--- src/rtl/pulse_fifo_arb.sv ---
// Per-channel timestamped pulse FIFOs merged by a round-robin arbiter into one registered output stream.
// Define PULSE_FIFO_DROP_CNT_EN to enable the saturating rejected-write counter on drop_count.
module pulse_fifo_arb #(
    parameter int unsigned CHANNELS = 4,
    parameter int unsigned CH_BITS  = 2,
    parameter int unsigned DEPTH    = 16,
    parameter int unsigned PTR_BITS = 4,
    parameter int unsigned TS_BITS  = 32,
    parameter int unsigned LEN_BITS = 16
) (
    input  logic                         clk,
    input  logic                         reset,
    input  logic [CHANNELS-1:0]          in_valid,
    input  logic [CHANNELS*TS_BITS-1:0]  in_ts,
    input  logic [CHANNELS*LEN_BITS-1:0] in_length,
    output logic [CHANNELS-1:0]          in_ready,
    output logic                         out_valid,
    output logic [TS_BITS-1:0]           out_ts,
    output logic [LEN_BITS-1:0]          out_length,
    output logic [CH_BITS-1:0]           out_channel,
    input  logic                         out_ready,
    output logic [15:0]                  drop_count
);
    localparam int unsigned CNT_BITS = PTR_BITS + 1;

    logic [TS_BITS-1:0]  ts_mem  [CHANNELS][DEPTH];
    logic [LEN_BITS-1:0] len_mem [CHANNELS][DEPTH];
    logic [PTR_BITS-1:0] wr_ptr  [CHANNELS];
    logic [PTR_BITS-1:0] rd_ptr  [CHANNELS];
    logic [CNT_BITS-1:0] count   [CHANNELS];
    logic [CH_BITS-1:0]  last_grant;

    logic [CHANNELS-1:0] push;
    logic [CHANNELS-1:0] pop;
    logic [CHANNELS-1:0] non_empty;
    logic                loadable;
    logic                grant_found;
    logic [CH_BITS-1:0]  grant_ch;
    logic [CH_BITS-1:0]  cand;
    logic [TS_BITS-1:0]  head_ts;
    logic [LEN_BITS-1:0] head_len;

    // Full channels refuse input even while being read; nothing is accepted during reset.
    always_comb begin
        for (int c = 0; c < CHANNELS; c++) begin
            in_ready[c]  = (count[c] != CNT_BITS'(DEPTH)) && !reset;
            push[c]      = in_valid[c] && in_ready[c];
            non_empty[c] = (count[c] != '0);
        end
    end

    // Round-robin search starting just after the last granted channel.
    always_comb begin
        loadable    = !out_valid || out_ready;
        grant_found = 1'b0;
        grant_ch    = '0;
        cand        = '0;
        for (int i = 1; i <= CHANNELS; i++) begin
            cand = CH_BITS'((32'(last_grant) + 32'(i)) % CHANNELS);
            if (!grant_found && non_empty[cand]) begin
                grant_found = 1'b1;
                grant_ch    = cand;
            end
        end
        for (int c = 0; c < CHANNELS; c++) begin
            pop[c] = loadable && grant_found && (grant_ch == CH_BITS'(c));
        end
        head_ts  = ts_mem[grant_ch][rd_ptr[grant_ch]];
        head_len = len_mem[grant_ch][rd_ptr[grant_ch]];
    end

    // Storage arrays carry no reset; validity is tracked by count.
    always_ff @(posedge clk) begin
        for (int c = 0; c < CHANNELS; c++) begin
            if (push[c]) begin
                ts_mem[c][wr_ptr[c]]  <= in_ts[c*TS_BITS +: TS_BITS];
                len_mem[c][wr_ptr[c]] <= in_length[c*LEN_BITS +: LEN_BITS];
            end
        end
    end

    always_ff @(posedge clk) begin
        if (reset) begin
            for (int c = 0; c < CHANNELS; c++) begin
                wr_ptr[c] <= '0;
                rd_ptr[c] <= '0;
                count[c]  <= '0;
            end
            last_grant  <= CH_BITS'(CHANNELS - 1);
            out_valid   <= 1'b0;
            out_ts      <= '0;
            out_length  <= '0;
            out_channel <= '0;
        end else begin
            for (int c = 0; c < CHANNELS; c++) begin
                if (push[c]) begin
                    wr_ptr[c] <= wr_ptr[c] + PTR_BITS'(1);
                end
                if (pop[c]) begin
                    rd_ptr[c] <= rd_ptr[c] + PTR_BITS'(1);
                end
                if (push[c] && !pop[c]) begin
                    count[c] <= count[c] + CNT_BITS'(1);
                end else if (!push[c] && pop[c]) begin
                    count[c] <= count[c] - CNT_BITS'(1);
                end
            end
            if (loadable) begin
                out_valid <= grant_found;
                if (grant_found) begin
                    out_ts      <= head_ts;
                    out_length  <= head_len;
                    out_channel <= grant_ch;
                    last_grant  <= grant_ch;
                end
            end
        end
    end

`ifdef PULSE_FIFO_DROP_CNT_EN
    logic [CH_BITS:0] drops;
    logic [16:0]      drop_sum;

    // One count per refused channel per cycle, saturating.
    always_comb begin
        drops = '0;
        for (int c = 0; c < CHANNELS; c++) begin
            drops = drops + (CH_BITS+1)'(in_valid[c] && !in_ready[c]);
        end
        drop_sum = 17'(drop_count) + 17'(drops);
    end

    always_ff @(posedge clk) begin
        if (reset) begin
            drop_count <= '0;
        end else begin
            drop_count <= drop_sum[16] ? 16'hFFFF : drop_sum[15:0];
        end
    end
`else
    assign drop_count = '0;
`endif

endmodule

--- config.mk ---
export PLATFORM = sky130hd
export DESIGN_NAME = pulse_fifo_arb
export DESIGN_NICKNAME = d
export VERILOG_FILES = /design/src/rtl/pulse_fifo_arb.sv
export SDC_FILE = /design/constraint.sdc
export NUM_CORES = 2
export LEC_CHECK = 0
export ABC_AREA = 1
export CAP_MARGIN = 20
export CORE_MARGIN = 2
export CORE_UTILIZATION = 40
export DETAILED_ROUTE_END_ITERATION = 8
export PLACE_DENSITY_LB_ADDON = 0.2
export SETUP_SLACK_MARGIN = 0.05
export SLEW_MARGIN = 0
export SYNTH_ARGS = -nofsm -noshare
export SYNTH_HDL_FRONTEND = slang
export SYNTH_SLANG_ARGS = --single-unit
--- constraint.sdc ---
create_clock -name clk -period 4 [get_ports clk]
set_input_delay 0.4 -clock clk [delete_from_list [all_inputs] [get_ports clk]]
set_output_delay 0.4 -clock clk [all_outputs]
set_load 0.01 [all_outputs]
==> results list <==
- In this run the mean area of a mapped cell was 11.5 sq um.
- Of the available clock period, the critical path in the final layout requires 0.954.
- Post-Route Setup TNS: 0 ns
- Maximum root-to-sink buffer count: 4
- Measured along the x axis, the die boundary spans 581 um.
- The initial antenna violation count came to 58.
* Arrival @ worst endpoint: 4.64 ns
* WHS Path Cells: 4
- The detailed router placed 98,200 vias in this run.
- Buffer cell driving the clock tree root: sky130_fd_sc_hd__clkbuf_16
- Warnings, synthesis: 0
* Vias per Instance: 5.95
- Along the worst path, the maximum fanout reaches 20.
- Area added between synthesis and finish: 17.3%
- Fraction of the core area covered by cells at the end of the flow: 0.472
- Area of the mapped netlist: 0.133 sq mm
- Final min period: 3.82 ns
- Sorting the synthesized cells by how often they occur yields sky130_fd_sc_hd__nand3_1 (3,739), sky130_fd_sc_hd__nand2_1 (3,318), sky130_fd_sc_hd__edfxtp_1 (3,124).
- Area share of the largest cell type after synthesis: 0.706
- Gr ovfl total: 0
- The critical path is of the reg -> reg type.
- Max-cap viol count: 0
* Dominant synthesized flop cell: sky130_fd_sc_hd__edfxtp_1
- Setup repair after global routing could not meet its margin everywhere.
- Num rows: 211
- Summed over all layers, the routed wires come to 507 mm.
- At the worst endpoint, the required time is 4.83 ns.
- Achievable frequency: 262 MHz
- Number of placed I/O pins: 270
* CTS sink count: 3,177
* Status: complete, no violations
* Async SR Flop Fraction: 0
* Total setup violations reported at the end of the flow: 0
- The final hold violation count was 0.
* Average routed wire per standard cell: 30.7 um
* Clock H-tree levels: 5
* Slew Limit Fails: 0
- Post-route DRC violation count: 0
* Most repeated cell in the gate-level netlist after synthesis: sky130_fd_sc_hd__nand3_1
- Initial DRT Pass Iterations: 6
- Via count of the first global-routing pass: 93,400
* Number of distinct library cells after synthesis: 37
* Post-Synthesis Cells: 11,600
- In the final layout, the share of cells above drive strength 1 is 0.0903.
- Headroom to the max-slew limit came out at 0.201.
- The wire-length estimate of the detail-placed layout is 271 mm.
- The detailed router finished its first iteration with 15,000 violations.
- Area contributors post-synth: sky130_fd_sc_hd__edfxtp_1 (71%), sky130_fd_sc_hd__nand3_1 (14%), sky130_fd_sc_hd__nand2_1 (9.4%)
- The layout has 29,500 filler cells.
* Worst Skew: 0.0496 ns
- Buffers on Ports: 253
- The core region is 0.331 sq mm.
* Die Outline Area: 0.337 sq mm
* Total Nets Final: 12,100
- Counting cells, the worst reg-to-reg path comes to 22.
- TritonCTS created 347 clock buffers.
* Initial Utilization: 0.402
- TritonCTS built the clock tree.
- Measured along the y axis, the die boundary spans 581 um.
- At the pin with the least slew margin, the transition time is 1.20 ns.
- Sequential element share of the synthesized area: 0.714
- After synthesis the netlist holds a flip-flop and latch count of 3,177.
- STA classifies the critical path startpoint as a flop.
* Pin count of the biggest net entering global routing: 187
- The number of hold buffers added after CTS was 0.
* Min-Delay Path Class: in -> reg
* First-pass GRT wire length: 705 mm
- Post-DRT Antenna Nets: 0
- Biggest area consumer among synthesized cells: sky130_fd_sc_hd__edfxtp_1
* Number of enable-type register cells in the synthesized netlist: 3,124
* Routability Congestion: 0.858
- GRT Total Usage: 0.290
* Clk Latency, worst-skew pair: 0.95 ns
- Type of destination of the critical path: flop
- Clock Pin Slew Worst Setup and Hold Paths: 0.06 ns
==> per-stage QoR <==
step | hold WS (ns) | instance area, sq um | std cells | setup slack [ns]
CTS | 0.0176 | 155000 | 16400 | 0.104
detailed placement | 0.559 | 144000 | 15800 | 0.0668
finish | 0.0276 | 156000 | 16500 | 0.183
global route | 0.0827 | 156000 | 16500 | 0.0119
global placement | 0.549 | 144000 | 15800 | -0.0164
floorplan | 0.486 | 133000 | 11600 | 0.0513
==> cells in the final DEF, fill, tap and decap left out, drive strengths merged <==
cell and count:
nand4 10, xnor2 11, clkinvlp 13, nor3b 1
bufinv 34, a31oi 2, o211ai 2, inv 141
conb 16, clkinv 136, diode 21, buf 485
nor2 230, fa 3, edfxtp 3124, o22ai 2
nand2 3325, xor2 15, nand3b 2, clkbuf 450
or2 6, ha 32, clkdlybuf4s50 252, o21ai 11
a21oi 17, dfxtp 53, a32oi 1, nor3 1
nand3 3739
==> routing by layer <==
metal,wire [um],global-route usage,vias up
li1,-,-,41700
met1,198000,0.399,49000
met2,229000,0.450,6269
met3,57800,0.0602,1152
met4,22400,0.117,16
met5,98,0,-
==> path summary, 6_finish.rpt <==
check	startpoint	end	slack, ns
setup / recovery	count[0][16]$_DFFE_PP_	out_ts[18]$_SDFFE_PP0P_	0.18
hold / removal	reset	out_valid$_SDFFE_PP0P_	0.03
setup reg to reg	count[0][16]$_DFFE_PP_	out_ts[18]$_SDFFE_PP0P_	0.18
hold reg to reg	out_channel[1]$_SDFFE_PP0P_	out_channel[1]$_SDFFE_PP0P_	0.55
==> critical path, stage by stage, from the launching register on <==
cell	delay [ns]
sky130_fd_sc_hd__edfxtp_1	0.43
sky130_fd_sc_hd__inv_1	0.11
sky130_fd_sc_hd__ha_2	0.21
sky130_fd_sc_hd__nand4_1	0.13
sky130_fd_sc_hd__nand3_1	0.13
sky130_fd_sc_hd__nand2_1	0.15
sky130_fd_sc_hd__nand3_1	0.12
sky130_fd_sc_hd__nand2_1	0.08
sky130_fd_sc_hd__nor2_4	0.18
sky130_fd_sc_hd__nand2_8	0.15
sky130_fd_sc_hd__buf_12	0.17
sky130_fd_sc_hd__inv_6	0.06
sky130_fd_sc_hd__nand2_1	0.05
sky130_fd_sc_hd__nand3_1	0.12
sky130_fd_sc_hd__nand2_4	0.12
sky130_fd_sc_hd__inv_6	0.37
sky130_fd_sc_hd__buf_12	0.30
sky130_fd_sc_hd__nand3_1	0.12
sky130_fd_sc_hd__nand3_1	0.08
sky130_fd_sc_hd__nand3_1	0.21
sky130_fd_sc_hd__buf_12	0.24
sky130_fd_sc_hd__nand2_1	0.05
sky130_fd_sc_hd__inv_1	0.04
==> registers in the layout (all words and copies together), names as in the netlist <==
name         count
out_ts          32
rd_ptr          16
count           20
out_length      16
wr_ptr          16
out_valid        1
len_mem       1024
last_grant       2
ts_mem        2048
out_channel      2
==> what timing repair did <==
item / CTS / global route
gates cloned: 0 / 10
buffers inserted: 2 / 22
pin swaps: 1 / 8
endpoints found under the setup margin: 1 / 49
resized for setup: 0 / 43
==> area by class of cell <==
cell class	instances	area, sq um	share of cell area
clock buffer	439	9310	0.0597
inverter	128	503	0.00322
antenna	21	52.6	0.000337
timing repair buffer	748	10000	0.0642
clock inverter	196	1950	0.0125
sequential	3177	94900	0.608
tap	4366	5460	0.0350
multi-input combinational	7426	33900	0.217
==> kinds of logic after synthesis <==
kind of cell	Yosys count	share of synthesized area
adder cells (fa/ha/maj)	35	0.00346
other	1	0.0000282
buffers and inverters	995	0.0370
AO/OA/AOI/OAI	35	0.00156
XOR/XNOR	26	0.00177
flip-flops	3177	0.714
AND/OR/NAND/NOR	7314	0.243
Power is not shown: default switching activity piles up to over one toggle a cycle in this logic, so the estimate is an artifact.
